===== src/rtl/vga_cursor_engine_if.sv =====
`default_nettype none
// ============================================================================
// vga_cursor_engine_if : cursor/colour controls in, VGA pins and status out
// Revision: 1.0
// ============================================================================
interface vga_cursor_engine_if #(
    parameter int POS_W   = 16,
    parameter int COLOR_W = 4
);
    logic [POS_W-1:0]     cursor_x;
    logic [POS_W-1:0]     cursor_y;
    logic                 cursor_en;
    logic [3*COLOR_W-1:0] cursor_rgb;
    logic [3*COLOR_W-1:0] bg_rgb;
    logic [COLOR_W-1:0]   vga_o_red;
    logic [COLOR_W-1:0]   vga_o_green;
    logic [COLOR_W-1:0]   vga_o_blue;
    logic                 h_sync;
    logic                 v_sync;
    logic                 active;
    logic                 frame_start;
    logic [POS_W-1:0]     pix_x;
    logic [POS_W-1:0]     pix_y;

    modport master (
        output cursor_x, cursor_y, cursor_en, cursor_rgb, bg_rgb,
        input  vga_o_red, vga_o_green, vga_o_blue, h_sync, v_sync,
        input  active, frame_start, pix_x, pix_y
    );

    modport slave (
        input  cursor_x, cursor_y, cursor_en, cursor_rgb, bg_rgb,
        output vga_o_red, vga_o_green, vga_o_blue, h_sync, v_sync,
        output active, frame_start, pix_x, pix_y
    );
endinterface
`default_nettype wire


===== src/rtl/vga_cursor_engine.sv =====
`default_nettype none
// ============================================================================
// vga_cursor_engine : parametrised VGA timing with a frame-latched square cursor
// Revision: 1.0
// ============================================================================
module vga_cursor_engine #(
    parameter int CLK_DIV     = 4,
    parameter int H_ACTIVE    = 640,
    parameter int H_FP        = 16,
    parameter int H_SYNC      = 96,
    parameter int H_BP        = 48,
    parameter int V_ACTIVE    = 480,
    parameter int V_FP        = 10,
    parameter int V_SYNC      = 2,
    parameter int V_BP        = 33,
    parameter int CURSOR_HALF = 4,
    parameter int COLOR_W     = 4,
    parameter int POS_W       = 16
) (
    input  logic               clk,
    input  logic               rst_n,
    vga_cursor_engine_if.slave bus
);

    localparam int H_TOTAL = H_SYNC + H_BP + H_ACTIVE + H_FP;
    localparam int V_TOTAL = V_SYNC + V_BP + V_ACTIVE + V_FP;
    localparam int H_OFF   = H_SYNC + H_BP;
    localparam int V_OFF   = V_SYNC + V_BP;
    localparam int HC_W    = (H_TOTAL > 1) ? $clog2(H_TOTAL) : 1;
    localparam int VC_W    = (V_TOTAL > 1) ? $clog2(V_TOTAL) : 1;
    localparam int SW      = POS_W + 2;
    localparam int RGB_W   = 3 * COLOR_W;

    logic w_pe;

    generate
        if (CLK_DIV > 1) begin : g_div
            localparam int DW = $clog2(CLK_DIV);
            logic [DW-1:0] r_div_cnt;

            always_ff @(posedge clk) begin
                if (!rst_n) begin
                    r_div_cnt <= '0;
                end else if (r_div_cnt == DW'(CLK_DIV - 1)) begin
                    r_div_cnt <= '0;
                end else begin
                    r_div_cnt <= r_div_cnt + DW'(1);
                end
            end

            assign w_pe = (r_div_cnt == DW'(CLK_DIV - 1));
        end else begin : g_nodiv
            assign w_pe = 1'b1;
        end
    endgenerate

    logic [HC_W-1:0]  r_h_cnt;
    logic [VC_W-1:0]  r_v_cnt;
    logic [POS_W-1:0] r_cx;
    logic [POS_W-1:0] r_cy;
    logic             r_cen;
    logic             w_h_last;
    logic             w_v_last;
    logic             w_frame0;

    assign w_h_last = (r_h_cnt == HC_W'(H_TOTAL - 1));
    assign w_v_last = (r_v_cnt == VC_W'(V_TOTAL - 1));
    assign w_frame0 = (r_h_cnt == '0) && (r_v_cnt == '0);

    // Cursor inputs are sampled once per frame so a mid-frame move cannot tear
    always_ff @(posedge clk) begin
        if (!rst_n) begin
            r_h_cnt <= '0;
            r_v_cnt <= '0;
            r_cx    <= '0;
            r_cy    <= '0;
            r_cen   <= 1'b0;
        end else if (w_pe) begin
            r_h_cnt <= w_h_last ? '0 : r_h_cnt + HC_W'(1);
            if (w_h_last) begin
                r_v_cnt <= w_v_last ? '0 : r_v_cnt + VC_W'(1);
            end
            if (w_frame0) begin
                r_cx  <= bus.cursor_x;
                r_cy  <= bus.cursor_y;
                r_cen <= bus.cursor_en;
            end
        end
    end

    // Two guard bits keep col-cx signed and free of wrap for any cursor value
    logic signed [SW-1:0] w_col;
    logic signed [SW-1:0] w_row;
    logic signed [SW-1:0] w_dx;
    logic signed [SW-1:0] w_dy;
    logic signed [SW-1:0] w_adx;
    logic signed [SW-1:0] w_ady;
    logic                 w_hit;
    logic                 w_hs_raw;
    logic                 w_vs_raw;
    logic                 w_act_raw;

    assign w_col  = $signed({{(SW-HC_W){1'b0}}, r_h_cnt}) - $signed(SW'(H_OFF));
    assign w_row  = $signed({{(SW-VC_W){1'b0}}, r_v_cnt}) - $signed(SW'(V_OFF));
    assign w_dx   = w_col - $signed({2'b00, r_cx});
    assign w_dy   = w_row - $signed({2'b00, r_cy});
    assign w_adx  = w_dx[SW-1] ? -w_dx : w_dx;
    assign w_ady  = w_dy[SW-1] ? -w_dy : w_dy;
    assign w_hit  = (w_adx < $signed(SW'(CURSOR_HALF))) &&
                    (w_ady < $signed(SW'(CURSOR_HALF)));

    assign w_hs_raw  = (r_h_cnt < HC_W'(H_SYNC));
    assign w_vs_raw  = (r_v_cnt < VC_W'(V_SYNC));
    assign w_act_raw = !w_col[SW-1] && (w_col < $signed(SW'(H_ACTIVE))) &&
                       !w_row[SW-1] && (w_row < $signed(SW'(V_ACTIVE)));

    logic [RGB_W-1:0] r_rgb;
    logic             r_hs;
    logic             r_vs;
    logic             r_act;
    logic             r_fs;
    logic [POS_W-1:0] r_px;
    logic [POS_W-1:0] r_py;

    always_ff @(posedge clk) begin
        if (!rst_n) begin
            r_rgb <= '0;
            r_hs  <= 1'b1;
            r_vs  <= 1'b1;
            r_act <= 1'b0;
            r_fs  <= 1'b0;
            r_px  <= '0;
            r_py  <= '0;
        end else begin
            r_fs <= w_pe && w_frame0;
            if (w_pe) begin
                if (w_act_raw && w_hit && r_cen) begin
                    r_rgb <= bus.cursor_rgb;
                end else if (w_act_raw) begin
                    r_rgb <= bus.bg_rgb;
                end else begin
                    r_rgb <= '0;
                end
                r_hs  <= ~w_hs_raw;
                r_vs  <= ~w_vs_raw;
                r_act <= w_act_raw;
                r_px  <= w_act_raw ? w_col[POS_W-1:0] : '0;
                r_py  <= w_act_raw ? w_row[POS_W-1:0] : '0;
            end
        end
    end

    assign bus.vga_o_red   = r_rgb[RGB_W-1 -: COLOR_W];
    assign bus.vga_o_green = r_rgb[2*COLOR_W-1 -: COLOR_W];
    assign bus.vga_o_blue  = r_rgb[COLOR_W-1:0];
    assign bus.h_sync      = r_hs;
    assign bus.v_sync      = r_vs;
    assign bus.active      = r_act;
    assign bus.frame_start = r_fs;
    assign bus.pix_x       = r_px;
    assign bus.pix_y       = r_py;

endmodule
`default_nettype wire


===== src/flat_wrapper.sv =====
// flat-port wrapper written by rule: the top's interface ports become plain ports
module vga_cursor_engine_flat 
#(
    parameter int CLK_DIV     = 4,
    parameter int H_ACTIVE    = 640,
    parameter int H_FP        = 16,
    parameter int H_SYNC      = 96,
    parameter int H_BP        = 48,
    parameter int V_ACTIVE    = 480,
    parameter int V_FP        = 10,
    parameter int V_SYNC      = 2,
    parameter int V_BP        = 33,
    parameter int CURSOR_HALF = 4,
    parameter int COLOR_W     = 4,
    parameter int POS_W       = 16
)
  (clk, rst_n, bus_cursor_x, bus_cursor_y, bus_cursor_en, bus_cursor_rgb, bus_bg_rgb, bus_vga_o_red, bus_vga_o_green, bus_vga_o_blue, bus_h_sync, bus_v_sync, bus_active, bus_frame_start, bus_pix_x, bus_pix_y);
  vga_cursor_engine_if #(.POS_W(POS_W), .COLOR_W(COLOR_W)) bus_i ();
  input  logic clk;
  input  logic rst_n;
  input wire logic [$bits(bus_i.cursor_x)-1:0] bus_cursor_x;
  input wire logic [$bits(bus_i.cursor_y)-1:0] bus_cursor_y;
  input wire logic [$bits(bus_i.cursor_en)-1:0] bus_cursor_en;
  input wire logic [$bits(bus_i.cursor_rgb)-1:0] bus_cursor_rgb;
  input wire logic [$bits(bus_i.bg_rgb)-1:0] bus_bg_rgb;
  output wire logic [$bits(bus_i.vga_o_red)-1:0] bus_vga_o_red;
  output wire logic [$bits(bus_i.vga_o_green)-1:0] bus_vga_o_green;
  output wire logic [$bits(bus_i.vga_o_blue)-1:0] bus_vga_o_blue;
  output wire logic [$bits(bus_i.h_sync)-1:0] bus_h_sync;
  output wire logic [$bits(bus_i.v_sync)-1:0] bus_v_sync;
  output wire logic [$bits(bus_i.active)-1:0] bus_active;
  output wire logic [$bits(bus_i.frame_start)-1:0] bus_frame_start;
  output wire logic [$bits(bus_i.pix_x)-1:0] bus_pix_x;
  output wire logic [$bits(bus_i.pix_y)-1:0] bus_pix_y;
  assign bus_i.cursor_x = bus_cursor_x;
  assign bus_i.cursor_y = bus_cursor_y;
  assign bus_i.cursor_en = bus_cursor_en;
  assign bus_i.cursor_rgb = bus_cursor_rgb;
  assign bus_i.bg_rgb = bus_bg_rgb;
  assign bus_vga_o_red = bus_i.vga_o_red;
  assign bus_vga_o_green = bus_i.vga_o_green;
  assign bus_vga_o_blue = bus_i.vga_o_blue;
  assign bus_h_sync = bus_i.h_sync;
  assign bus_v_sync = bus_i.v_sync;
  assign bus_active = bus_i.active;
  assign bus_frame_start = bus_i.frame_start;
  assign bus_pix_x = bus_i.pix_x;
  assign bus_pix_y = bus_i.pix_y;
  vga_cursor_engine #(.CLK_DIV(CLK_DIV), .H_ACTIVE(H_ACTIVE), .H_FP(H_FP), .H_SYNC(H_SYNC), .H_BP(H_BP), .V_ACTIVE(V_ACTIVE), .V_FP(V_FP), .V_SYNC(V_SYNC), .V_BP(V_BP), .CURSOR_HALF(CURSOR_HALF), .COLOR_W(COLOR_W), .POS_W(POS_W)) u_core (.clk(clk), .rst_n(rst_n), .bus(bus_i));
endmodule

===== config.mk =====
export PLATFORM = sky130hd
export DESIGN_NAME = vga_cursor_engine_flat
export DESIGN_NICKNAME = d
export VERILOG_FILES = /design/src/rtl/vga_cursor_engine_if.sv /design/src/rtl/vga_cursor_engine.sv /design/src/flat_wrapper.sv
export SDC_FILE = /design/constraint.sdc
export NUM_CORES = 1
export LEC_CHECK = 0
export BUFFER_PORTS_ARGS = -buffer_cell sky130_fd_sc_hd__buf_4
export CORE_MARGIN = 3
export CORE_UTILIZATION = 60
export DETAILED_ROUTE_END_ITERATION = 10
export PLACE_DENSITY_LB_ADDON = 0.15
export SETUP_SLACK_MARGIN = 0.5
export SLEW_MARGIN = 20
export SYNTH_ARGS = -nofsm -noshare
export SYNTH_HDL_FRONTEND = slang
export SYNTH_SLANG_ARGS = --single-unit

===== constraint.sdc =====
create_clock -name clk -period 11.76 [get_ports clk]
set_clock_uncertainty 0.05 [all_clocks]
set_input_delay 1.176 -clock clk [delete_from_list [all_inputs] [get_ports clk]]
set_output_delay 1.176 -clock clk [all_outputs]
set_load 0.01 [all_outputs]

# Word level (Yosys, flattened, before mapping)
# Index checks and enable logic that the tools add are counted.
# totals
output_inout_bits,48
ff_bits,103
wordCells,57
inputBits,59
# classes
addsub,9
n_bitwise,3
eq_ne,3
reduce_logical,15
magnitude_cmp,6
n_mux,8
# op_table
operator,n
less-than comparator 18 x 4 -> 1 bit (second input constant),2
two-way mux 18 bit,2
negator 18 bit,2
subtractor 18 x 17 -> 18 bit,2
two-way mux 16 bit,2
two-way mux 12 bit,2
adder 10 x 1 -> 10 bit (second input constant),2
== test 10 bit (second input constant),2
zero test 10 bit,2
two-way mux 10 bit,2
less-than comparator 18 x 10 -> 1 bit (second input constant),1
less-than comparator 18 x 11 -> 1 bit (second input constant),1
subtractor 10 x 6 -> 11 bit (second input constant),1
subtractor 10 x 8 -> 11 bit (second input constant),1
less-than comparator 10 x 2 -> 1 bit (second input constant),1
less-than comparator 10 x 7 -> 1 bit (second input constant),1
logical AND 1 bit,8
AND reduction 2 bit,2
inverter 1 bit,3
adder 2 x 1 -> 2 bit (second input constant),1
== test 2 bit (second input constant),1
zero test 1 bit,2
OR reduction 2 bit,1

# Longest topological paths before layout
# Gate-level depths: netlist (run 1).
# logic_depth
ltp_word,9
mapped_depth,20
ltp_nobuf,18

# Worst setup path after synthesis (run 1)
# No wires, ideal clock.
# synth_timing
kind,register to register
start,reg u_core.r_v_cnt[3]
end,reg u_core.r_rgb[10]
t_required_ns,11.588
period_less_slack_ns,4.360
arrival_ns,4.188
setup_ns,0.122
path_stages_with_launch,19
slack_ns,7.400
path_buffers,2
cell_sequence,dfxtp_1 -> buf_2 -> or3_1 -> o21a_1 -> nor3_1 -> xor2_1 -> ha_1 -> nand2_1 -> o21ai_0 -> nor2b_1 -> o21ai_0 -> a311oi_1 -> nand3b_1 -> a21boi_0 -> o2111ai_1 -> a2111oi_2 -> nor2_2 -> buf_6 -> a221o_1
# synth_via
elab_chain_cells,9
elab_cells_between_ends,14
classes_between,3 x add/sub; 2 x order compare; 3 x mux; 6 x reduce/logical
# synth_rtl
item,line,rtl
start: declaration,vga_cursor_engine.sv:58,logic [VC_W-1:0] r_v_cnt;
start signal: assignment,vga_cursor_engine.sv:81,r_v_cnt <= w_v_last ? '0 : r_v_cnt + VC_W'(1);
subtractor 10 x 6 -> 11 bit *,vga_cursor_engine.sv:104,"assign w_row = $signed({{(SW-VC_W){1'b0}}, r_v_cnt}) - $signed(SW'(V_OFF));"
subtractor 18 x 17 -> 18 bit,vga_cursor_engine.sv:106,"assign w_dy = w_row - $signed({2'b00, r_cy});"
negator 18 bit,vga_cursor_engine.sv:108,assign w_ady = w_dy[SW-1] ? -w_dy : w_dy;
two-way mux 18 bit,vga_cursor_engine.sv:108,
less-than comparator 18 x 4 -> 1 bit,vga_cursor_engine.sv:110,(w_ady < $signed(SW'(CURSOR_HALF)));
logical AND 1 bit,vga_cursor_engine.sv:109,assign w_hit = (w_adx < $signed(SW'(CURSOR_HALF))) &&
logical AND 1 bit (2 in series),vga_cursor_engine.sv:137,if (w_act_raw && w_hit && r_cen) begin
two-way mux 12 bit *,vga_cursor_engine.sv:137,
end signal: assignment,vga_cursor_engine.sv:138,r_rgb <= bus.cursor_rgb;
end signal: assignment,vga_cursor_engine.sv:140,r_rgb <= bus.bg_rgb;
end: declaration,vga_cursor_engine.sv:117,logic [RGB_W-1:0] r_rgb;
# Every way passes the cells marked *; elsewhere a longest branch is shown, timed or not.
# A chain may end at the register's enable or synchronous reset.

# Worst setup path after layout (run 1)
# layout_timing
start,reg u_core.r_h_cnt[4]
end,reg u_core.r_rgb[8]
# layout_via
elab_chain_cells,9
elab_cells_between_ends,15
classes_between,3 x add/sub; 2 x order compare; 3 x mux; 7 x reduce/logical
# layout_rtl
item,line,rtl
start: declaration,vga_cursor_engine.sv:57,logic [HC_W-1:0] r_h_cnt;
start signal: assignment,vga_cursor_engine.sv:79,r_h_cnt <= w_h_last ? '0 : r_h_cnt + HC_W'(1);
subtractor 10 x 8 -> 11 bit *,vga_cursor_engine.sv:103,"assign w_col = $signed({{(SW-HC_W){1'b0}}, r_h_cnt}) - $signed(SW'(H_OFF));"
subtractor 18 x 17 -> 18 bit,vga_cursor_engine.sv:105,"assign w_dx = w_col - $signed({2'b00, r_cx});"
negator 18 bit,vga_cursor_engine.sv:107,assign w_adx = w_dx[SW-1] ? -w_dx : w_dx;
two-way mux 18 bit,vga_cursor_engine.sv:107,
less-than comparator 18 x 4 -> 1 bit,vga_cursor_engine.sv:109,
logical AND 1 bit,vga_cursor_engine.sv:109,
logical AND 1 bit (2 in series),vga_cursor_engine.sv:137,
two-way mux 12 bit *,vga_cursor_engine.sv:137,
# Marked as above.

==> metrics, run 1 <==
number of violations reported at the end of detailed-routing iteration 0 330; Post-DP HPWL 12.5 mm; commonest register cell after synthesis sky130_fd_sc_hd__dfxtp_1; post-CTS sizing 0; final standard cell area without fillers 7420 um^2; number of diodes 0; ordered cell list for the critical path inv_1 > ha_1 > inv_1 > o21ai_0 > nand2_1 > inv_1 > ha_1 > a21oi_1 > o211ai_1 > and2_1 > o311ai_0 > a21oi_1 > a211oi_1 > or3_1 > o2111ai_1 > a2111oi_2 > and3_1 > a221o_1; Clock Pin Slew Worst Setup and Hold Paths 0.10 ns; horizontal die dimension 110 um; initial core utilization 62.0%; Die Height 110 um; Synth Register Bits 93; Clk Latency, worst-skew pair 0.39 ns; GRT Total Usage 27.2%; share of synthesized flip-flops with an asynchronous set or reset 0%; maximum VDD drop 0.0698 mV; final period demand of the worst path 5.38 ns; class of the tightest hold or removal check reg -> reg; cell area after synthesis 6460 um^2; critical path startpoint category flip-flop; clock tree from TritonCTS built; leakage power total 2.98 nW; synthesis warning total 0; sequential-to-total area share from yosys stat 28.8%; final core utilization 71.3%; TritonCTS Sinks 93; Core Box Area 10400 um^2; CP Max Fanout 12; count of vias placed by the detailed router 5891; clock root cell sky130_fd_sc_hd__clkbuf_8; synthesized area divided by synthesized cell count 8.40 um^2; Congestion Overflow GR 0; final number of hold-violating endpoints 0; Critical R2R Capture u_core.r_rgb[8]; number of buffers on the longest clock path 2; largest stage delay on the critical path 0.58 ns; status finished, final reports clean; setup bufs post-CTS 0; worst r2r path cells 18; endpoint with the worst hold slack u_core.g_div.r_div_cnt[0]; placed instance area 7210 um^2; # hold bufs at CTS 0; crit path capture type flip-flop; largest net degree at the start of global routing 49; fraction of final layout cells with drive strength greater than 1 17.3%; number of setup violations in the final report 0; detailed-route wire length per cell 16.7 um; count of TritonRoute iterations in the first routing pass 7; NumNets Final 945; hold path depth 1; first element of the critical path u_core.r_h_cnt[4]; maxcap violations 0; cell type with the highest occurrence count on the critical path sky130_fd_sc_hd__inv_1; post-synth net total 873; DP Cell Count 966; antenna violations before repair 0; I/O pin total 107; setup repair after global routing missed its margin false; count of flip-flops with a built-in enable after synthesis 0; data required time of the worst path 12.04 ns; number of instances in the synthesized netlist 769; Residual DRC 0; Total Routed Length 16.4 mm; Die ar. 12000 um^2; highest clock rate 186 MHz; period utilization 45.8%; weighted congestion at the end of routability-driven global placement 0.878; arrival time at the worst endpoint 5.66 ns; Std-Cell Rows 37; normalized max-slew margin 49.8%; setup tns final 0 ns; startpoint of the worst-slack reg-to-reg timing path u_core.r_h_cnt[4]; slew at the pin closest to its max-slew limit 0.747 ns; number of unique standard cell types used by synthesis 74; final number of max-transition violations 0; wire length of the first global-routing pass 25.9 mm; ratio of routed vias to standard cells 6.00; Worst Min Path Start u_core.g_div.r_div_cnt[0]; ratio of total power to cell area 88.8 nW/um^2; Antenna Violating Nets Remaining 0; category of the critical setup timing path reg -> reg; vias in the first global route 5346; layout overhead on the synthesized area 15.0%; number of H-tree levels 3; worst-path cell with the longest stage delay sky130_fd_sc_hd__a2111oi_2; worst hold slack 0.380 ns; final instance count without filler cells 982; reg2reg setup slack 6.38 ns; number of buffer cells added on primary ports 106; number of buffers added by the clock tree synthesis step 9
==> synth_stat cells, types with 6 or more instances <==
master                      instances  area [um^2]
sky130_fd_sc_hd__nor2b_1           43          269
sky130_fd_sc_hd__a211oi_1           8         60.1
sky130_fd_sc_hd__nor2_1            40          150
sky130_fd_sc_hd__nand2b_1           6         37.5
sky130_fd_sc_hd__o21a_1             7         52.6
sky130_fd_sc_hd__xor2_1            23          201
sky130_fd_sc_hd__a22o_1            13          114
sky130_fd_sc_hd__nor3_1            12         60.1
sky130_fd_sc_hd__o21ai_0           33          165
sky130_fd_sc_hd__o211ai_1           6         45.0
sky130_fd_sc_hd__nand3_1           22          110
sky130_fd_sc_hd__o2111ai_1          6         52.6
sky130_fd_sc_hd__clkbuf_1          25         93.8
sky130_fd_sc_hd__xnor2_1           18          158
sky130_fd_sc_hd__inv_1             52          195
sky130_fd_sc_hd__mux2i_1           38          380
sky130_fd_sc_hd__buf_2              9         45.0
sky130_fd_sc_hd__nand2_1           44          165
sky130_fd_sc_hd__and2_1            25          156
sky130_fd_sc_hd__a221o_1           12          120
sky130_fd_sc_hd__a21o_1            14          105
sky130_fd_sc_hd__and3_1            11         68.8
sky130_fd_sc_hd__nand4_1            9         56.3
sky130_fd_sc_hd__buf_4             11         82.6
sky130_fd_sc_hd__a31oi_1            8         50.1
sky130_fd_sc_hd__a21oi_1           36          180
sky130_fd_sc_hd__dfxtp_1           93         1860
sky130_fd_sc_hd__or3_1             11         68.8
sky130_fd_sc_hd__ha_1              43          538
==> cell families after synthesis <==
family | Yosys count | share of synthesized area (%)
compound gates | 194 | 21.8
xor+xnor | 41 | 5.56
fa+ha+maj | 45 | 8.95
buf+inv | 99 | 6.68
flops | 93 | 28.8
mux | 38 | 5.89
simple gates | 259 | 22.3
==> how the worst max path moves through the flow <==
stage	endpoint	cells after the start
global placement	u_core.r_rgb[5]	18
global route	u_core.r_rgb[4]	18
floorplan	u_core.r_rgb[10]	18
detailed placement	u_core.r_rgb[5]	18
finish	u_core.r_rgb[8]	18
CTS	u_core.r_rgb[8]	18
==> layout make-up <==
type | count | area [um^2]
multi-input combinational | 577 | 4180
fill | 820 | 2990
tap | 136 | 170
timing repair buffer | 108 | 811
sequential | 93 | 1860
inverter | 52 | 195
clock buffer | 11 | 141
clock inverter | 5 | 67.6
==> worst max-delay path, delay by kind of cell (launching register included) <==
family	cells	cell delay, ns
AOI/OAI and AO/OA	9	2.57
adders and majority gates	2	0.59
buffers and inverters	3	0.58
DFF	1	0.38
and+or+nand+nor	4	1.14
==> sequential cells by signal (all words and copies together) (netlist names), 2 cells and up <==
signal and flops:
u_core.r_cx 16, u_core.r_cy 16, u_core.r_rgb 12, u_core.bus.pix_x 11, u_core.bus.pix_y 11, u_core.r_h_cnt 10, u_core.r_v_cnt 10, u_core.g_div.r_div_cnt 2
==> per-layer routing <==
metal | share of wire [%] | up-vias | track usage [%]
li1 | - | 2911 | -
met1 | 44 | 2794 | 36.1
met2 | 49 | 160 | 45.0
met3 | 5.9 | 26 | 5.11
met4 | 1.7 | 0 | 7.57
met5 | 0 | - | 0
==> report_power, final <==
part	internal [mW]	switching, mW
sequential	0.321	0.00364
combinational	0.0475	0.0543
clock	0.107	0.125
total	0.476	0.183
==> placed cells by master (no fill, tap or decap), types with 23 or more instances in the layout <==
| cell type | synthesis | final |
|---|---|---|
| sky130_fd_sc_hd__buf_4 | 11 | 108 |
| sky130_fd_sc_hd__dfxtp_1 | 93 | 93 |
| sky130_fd_sc_hd__inv_1 | 52 | 52 |
| sky130_fd_sc_hd__nand2_1 | 44 | 44 |
| sky130_fd_sc_hd__ha_1 | 43 | 43 |
| sky130_fd_sc_hd__nor2b_1 | 43 | 42 |
| sky130_fd_sc_hd__nor2_1 | 40 | 40 |
| sky130_fd_sc_hd__mux2i_1 | 38 | 38 |
| sky130_fd_sc_hd__a21oi_1 | 36 | 36 |
| sky130_fd_sc_hd__o21ai_0 | 33 | 33 |
| sky130_fd_sc_hd__and2_1 | 25 | 25 |
| sky130_fd_sc_hd__xor2_1 | 23 | 23 |
==> per-stage QoR <==
stage / setup WS (ns) / power (mW)
after floorplan: 7.40 / 0.399
after global placement: 6.74 / 0.429
after detailed placement: 6.49 / 0.432
after CTS: 6.43 / 0.662
after global routing: 5.99 / 0.687
final: 6.38 / 0.659
No activity file was read; power rests on OpenSTA's default activity.
==> run 2: changes to the inputs <==
--- a/config.mk
+++ b/config.mk
@@ -7,7 +7,7 @@
 export LEC_CHECK = 0
 export BUFFER_PORTS_ARGS = -buffer_cell sky130_fd_sc_hd__buf_4
 export CORE_MARGIN = 3
-export CORE_UTILIZATION = 60
+export CORE_UTILIZATION = 58
 export DETAILED_ROUTE_END_ITERATION = 10
 export PLACE_DENSITY_LB_ADDON = 0.15
 export SETUP_SLACK_MARGIN = 0.5
==> constraint.sdc (replaced) <==
create_clock -name clk -period 5.33 [get_ports clk]
set_clock_uncertainty 0.05 [all_clocks]
set_input_delay 0.533 -clock clk [delete_from_list [all_inputs] [get_ports clk]]
set_output_delay 0.533 -clock clk [all_outputs]
set_load 0.01 [all_outputs]
==> metrics, run 2 (synthesis gave the netlist of run 1 again) <==
number of setup violations in the final report 0 (unchanged); arrival time at the worst endpoint 4.92 ns (-0.74 ns); Total Routed Length 16.9 mm (+2.6%); period utilization 88.0% (+42 points); detailed-route wire length per cell 17.0 um (+1.6%); count of vias placed by the detailed router 6000 (+1.9%); Residual DRC 0 (unchanged); data required time of the worst path 5.56 ns (-6.48 ns); Std-Cell Rows 37 (unchanged); highest clock rate 213 MHz (+15%); Clk Latency, worst-skew pair 0.39 ns (about the same); ratio of total power to cell area 190 nW/um^2 (+110%); number of H-tree levels 3 (unchanged); antenna violations before repair 0 (unchanged); Antenna Violating Nets Remaining 0 (unchanged); I/O pin total 107 (unchanged); status finished, final reports clean; horizontal die dimension 112 um (+1.6%); crit path capture type flip-flop; final number of max-transition violations 0 (unchanged); Core Box Area 10600 um^2 (+1.3%); commonest cells after routing, fill and taps aside sky130_fd_sc_hd__buf_4, sky130_fd_sc_hd__dfxtp_1, sky130_fd_sc_hd__inv_1; hold path depth 2 (+1); maximum VDD drop 0.264 mV (+280%); setup repair after global routing missed its margin false; largest stage delay on the critical path 0.51 ns (-0.07 ns); final period demand of the worst path 4.69 ns (-0.689 ns); most common library cell in the layout ignoring fill and taps sky130_fd_sc_hd__buf_4; Congestion Overflow GR 0 (unchanged); fraction of final layout cells with drive strength greater than 1 21.0% (+3.8 points); category of the critical setup timing path reg -> reg; number of filler cells placed in the layout 848 (+3.4%); largest net degree at the start of global routing 49 (unchanged); placed instance area 7220 um^2 (+0.10%); number of violations reported at the end of detailed-routing iteration 0 346 (+4.8%); worst r2r path cells 17 (-1); number of buffers on the longest clock path 2 (unchanged); slew at the pin closest to its max-slew limit 0.689 ns (-0.0587 ns); wire length of the first global-routing pass 26.8 mm (+3.2%); setup tns final 0 ns (unchanged); critical path startpoint category flip-flop; weighted congestion at the end of routability-driven global placement 0.893 (+1.7%); clock tree from TritonCTS built; maxcap violations 0 (unchanged); largest registers u_core.r_cx x16, u_core.r_cy x16, u_core.r_rgb x12; number of buffer cells added on primary ports 106 (unchanged); Post-DP HPWL 12.6 mm (+1.0%); overall power consumption 1.45 mW (+120%); # hold bufs at CTS 0 (unchanged); worst-path cell with the longest stage delay sky130_fd_sc_hd__or4_1; TritonCTS Sinks 93 (unchanged); Die Height 112 um (+1.6%); initial core utilization 61.2% (-0.82 points); NumNets Final 955 (+1.1%); count of TritonRoute iterations in the first routing pass 5 (-2); vias in the first global route 5625 (+5.2%); CP Max Fanout 12 (unchanged); final core utilization 72.4% (+1.1 points); class of the tightest hold or removal check in -> reg; number of diodes 0 (unchanged); final standard cell area without fillers 7640 um^2 (+2.9%); final number of hold-violating endpoints 0 (unchanged); normalized max-slew margin 54.1% (+4.3 points); ratio of routed vias to standard cells 6.05 (+0.82%); GRT Total Usage 25.9% (-1.3 points); leakage power total 3.03 nW (+1.6%); ordered cell list for the critical path or3_1 > o21a_1 > nor3_2 > xor2_1 > ha_2 > a21oi_1 > o21ai_1 > nor2b_1 > o21ai_2 > a311oi_4 > or4_1 > a221oi_2 > nand4_1 > a2111oi_4 > buf_4 > nor2_4 > a221o_1; Clock Pin Slew Worst Setup and Hold Paths 0.10 ns (about the same); reg2reg setup slack 0.64 ns (-5.74 ns); clock root cell sky130_fd_sc_hd__clkbuf_8; Die ar. 12400 um^2 (+3.3%); layout overhead on the synthesized area 18.2%; number of buffers added by the clock tree synthesis step 9 (unchanged)
-- run 2: critical path, delay by kind of cell, from the launching register on --
kind	cells	cell delay, ns
flops	1	0.39
fa+ha+maj	1	0.38
simple gates	6	1.52
buf+inv	1	0.19
xor+xnor	1	0.27
compound gates	8	1.79
-- run 2: final timing paths --
| check | startpoint | endpoint |
|---|---|---|
| worst max-delay path | u_core.r_v_cnt[2] | u_core.r_rgb[5] |
| worst min-delay path | bus_bg_rgb[7] | u_core.r_rgb[7] |
| worst max register to register | u_core.r_v_cnt[2] | u_core.r_rgb[5] |
| worst min register to register | u_core.g_div.r_div_cnt[0] | u_core.g_div.r_div_cnt[0] |
-- run 2: layout make-up --
class                           instances  area, um^2  area share, %
Inverter                               52         195           2.56
Tap cell                              136         170           2.23
Clock inverter                          6        67.6          0.885
Clock buffer                           10         138           1.80
Sequential cell                        93        1870           24.4
Multi-Input combinational cell        577        4310           56.5
Timing Repair Buffer                  118         886           11.6
-- run 2: repair_timing --
action,CTS,global route
gates resized for setup,7,28
endpoints found under the hold margin,0,0
pin swaps,4,7
endpoints found under the setup margin,12,12
setup buffers,2,7
-- run 2: layer usage --
metal,vias up,GRT usage (%),share of wire [%]
met1,2869,33.6,44
li1,2928,-,-
met2,173,43.4,49
met5,-,0,0
met3,30,5.11,4.4
met4,0,8.27,2.2
-- run 2: per-stage QoR --
step / hold WS, ns / instances / worst slack (ns)
finish: 0.310 / 992 / 0.638
global route: 0.292 / 992 / 0.425
floorplan: 0.348 / 769 / 0.970
CTS: 0.287 / 985 / 0.512
detailed placement: 0.370 / 967 / 0.0902
global placement: 0.357 / 967 / 0.432
-- run 2: power by group --
group	switching, mW	leakage (nW)	total (mW)	internal [mW]
combinational	0.126	2.18	0.235	0.109
clock	0.268	0.0993	0.500	0.232
sequential	0.00813	0.753	0.716	0.708
==> run 3: changes to the inputs <==
--- a/config.mk
+++ b/config.mk
@@ -6,7 +6,7 @@
 export NUM_CORES = 1
 export LEC_CHECK = 0
 export BUFFER_PORTS_ARGS = -buffer_cell sky130_fd_sc_hd__buf_4
-export CORE_MARGIN = 3
+export CORE_MARGIN = 2
 export CORE_UTILIZATION = 58
 export DETAILED_ROUTE_END_ITERATION = 10
 export PLACE_DENSITY_LB_ADDON = 0.15
==> metrics, run 3 (synthesis gave the netlist of run 1 again) <==
worst r2r path cells 17 (unchanged); Total Routed Length 16.1 mm (-4.5%); TritonCTS Sinks 93 (unchanged); slew at the pin closest to its max-slew limit 0.687 ns (-0.00191 ns); leakage power total 3.00 nW (-1.0%); number of buffer cells added on primary ports 106 (unchanged); most common library cell in the layout ignoring fill and taps sky130_fd_sc_hd__buf_4; first element of the critical path u_core.r_v_cnt[2]; count of vias placed by the detailed router 5866 (-2.2%); status finished, final reports clean; detailed-route wire length per cell 16.2 um (-4.7%); reg2reg setup slack 0.70 ns (+0.06 ns); initial core utilization 59.6% (-1.6 points); Die Height 110 um (-1.8%); I/O pin total 107 (unchanged); Clk Latency, worst-skew pair 0.40 ns (about the same); count of TritonRoute iterations in the first routing pass 4 (-1); final number of hold-violating endpoints 0 (unchanged); wire length of the first global-routing pass 25.2 mm (-6.0%); Core Box Area 10800 um^2 (+2.7%); clock root cell sky130_fd_sc_hd__clkbuf_8; critical path startpoint category flip-flop; capture point of the critical path u_core.r_rgb[10]; final period demand of the worst path 4.63 ns (-0.0610 ns); Die ar. 12000 um^2 (-3.6%); Critical R2R Capture u_core.r_rgb[10]; Clock Pin Slew Worst Setup and Hold Paths 0.10 ns (about the same); clock tree from TritonCTS built; final core utilization 69.7% (-2.7 points); maximum VDD drop 0.169 mV (-36%); data required time of the worst path 5.57 ns (about the same); Residual DRC 0 (unchanged); CP Max Fanout 12 (unchanged); horizontal die dimension 110 um (-1.8%); final number of max-transition violations 0 (unchanged); number of H-tree levels 3 (unchanged); number of filler cells placed in the layout 890 (+5.0%); Post-DP HPWL 12.0 mm (-4.4%); largest registers u_core.r_cx x16, u_core.r_cy x16, u_core.r_rgb x12; NumNets Final 953 (-0.21%); category of the critical setup timing path reg -> reg; setup tns final 0 ns (unchanged); period utilization 86.9% (-1.1 points); startpoint of the worst-slack reg-to-reg timing path u_core.r_v_cnt[2]; highest clock rate 216 MHz (+1.3%); largest net degree at the start of global routing 49 (unchanged); GRT Total Usage 26.7% (+0.84 points); layout overhead on the synthesized area 17.0%; Congestion Overflow GR 0 (unchanged); number of buffers added by the clock tree synthesis step 9 (unchanged); arrival time at the worst endpoint 4.87 ns (-0.05 ns); Antenna Violating Nets Remaining 0 (unchanged); number of setup violations in the final report 0 (unchanged); number of buffers on the longest clock path 2 (unchanged); Std-Cell Rows 38 (+2.7%); class of the tightest hold or removal check in -> reg; commonest cells after routing, fill and taps aside sky130_fd_sc_hd__buf_4, sky130_fd_sc_hd__dfxtp_1, sky130_fd_sc_hd__inv_1; weighted congestion at the end of routability-driven global placement 0.925 (+3.5%); fraction of final layout cells with drive strength greater than 1 20.3% (-0.77 points); antenna violations before repair 0 (unchanged); vias in the first global route 5250 (-6.7%); setup repair after global routing missed its margin false; number of violations reported at the end of detailed-routing iteration 0 414 (+20%); ratio of routed vias to standard cells 5.90 (-2.4%); normalized max-slew margin 54.2% (+0.13 points); worst hold slack 0.304 ns (-0.00649 ns); number of diodes 0 (unchanged); crit path capture type flip-flop; ratio of total power to cell area 187 nW/um^2 (-1.7%); maxcap violations 0 (unchanged)
run 3: worst min-delay path by stage:
stage          cells past startpoint  slack (ns)                   endpoint                 startpoint
6_report                           2        0.30            u_core.r_rgb[7]          bus_cursor_rgb[7]
3_3_place_gp                       1        0.36  u_core.g_div.r_div_cnt[0]  u_core.g_div.r_div_cnt[0]
5_1_grt                            2        0.30            u_core.r_rgb[6]              bus_bg_rgb[6]
2_1_floorplan                      1        0.35  u_core.g_div.r_div_cnt[0]  u_core.g_div.r_div_cnt[0]
4_1_cts                            2        0.29            u_core.r_rgb[7]          bus_cursor_rgb[7]
3_5_place_dp                       1        0.37  u_core.g_div.r_div_cnt[0]  u_core.g_div.r_div_cnt[0]
run 3: power breakdown:
part           total, mW  switching (mW)  internal [mW]
Clock              0.467           0.279          0.188
Sequential         0.716         0.00817          0.708
Combinational      0.228           0.121          0.107
Total               1.41           0.408           1.00
run 3: area by class of cell:
type	count	area (um^2)	area share, %
Clock inverter	5	43.8	0.580
Multi-Input combinational cell	577	4260	56.4
Timing Repair Buffer	116	871	11.5
Clock buffer	11	141	1.87
Inverter	52	195	2.58
Tap cell	140	175	2.32
Sequential cell	93	1870	24.7
run 3: layer usage:
layer	up-vias	global-route usage [%]	wire [um]
met5	-	0	0
met4	0	10.0	304
met2	167	43.3	7680
li1	2919	-	-
met1	2759	35.8	7240
met3	21	4.27	876
run 3: per-stage QoR:
stage | power, mW | area, um^2 | cells | setup WS (ns)
detailed placement | 0.951 | 7230 | 972 | 0.194
finish | 1.41 | 7550 | 994 | 0.699
global route | 1.46 | 7550 | 994 | 0.464
floorplan | 0.881 | 6460 | 769 | 0.970
global placement | 0.945 | 7230 | 972 | 0.427
CTS | 1.41 | 7470 | 991 | 0.531
run 3: timing repair:
| action | CTS | global route |
|---|---|---|
| setup endpoints to repair | 12 | 12 |
| pin swaps | 3 | 5 |
| hold buffers | 0 | 0 |
| gates resized for setup | 7 | 21 |
| buffers inserted | 3 | 3 |
run 3: worst max-delay path: stages (launching register included):
cell,delay (ns)
sky130_fd_sc_hd__dfxtp_2,0.39
sky130_fd_sc_hd__or3_1,0.41
sky130_fd_sc_hd__o21a_1,0.26
sky130_fd_sc_hd__nor3_2,0.15
sky130_fd_sc_hd__xor2_1,0.24
sky130_fd_sc_hd__ha_1,0.32
sky130_fd_sc_hd__a21oi_1,0.23
sky130_fd_sc_hd__o21ai_2,0.12
sky130_fd_sc_hd__nor2b_1,0.17
sky130_fd_sc_hd__o21ai_1,0.16
sky130_fd_sc_hd__a311oi_2,0.18
sky130_fd_sc_hd__or4_1,0.49
sky130_fd_sc_hd__a221oi_1,0.25
sky130_fd_sc_hd__nand4_1,0.18
sky130_fd_sc_hd__a2111oi_4,0.29
sky130_fd_sc_hd__buf_4,0.19
sky130_fd_sc_hd__nor2_4,0.07
sky130_fd_sc_hd__a221o_1,0.38
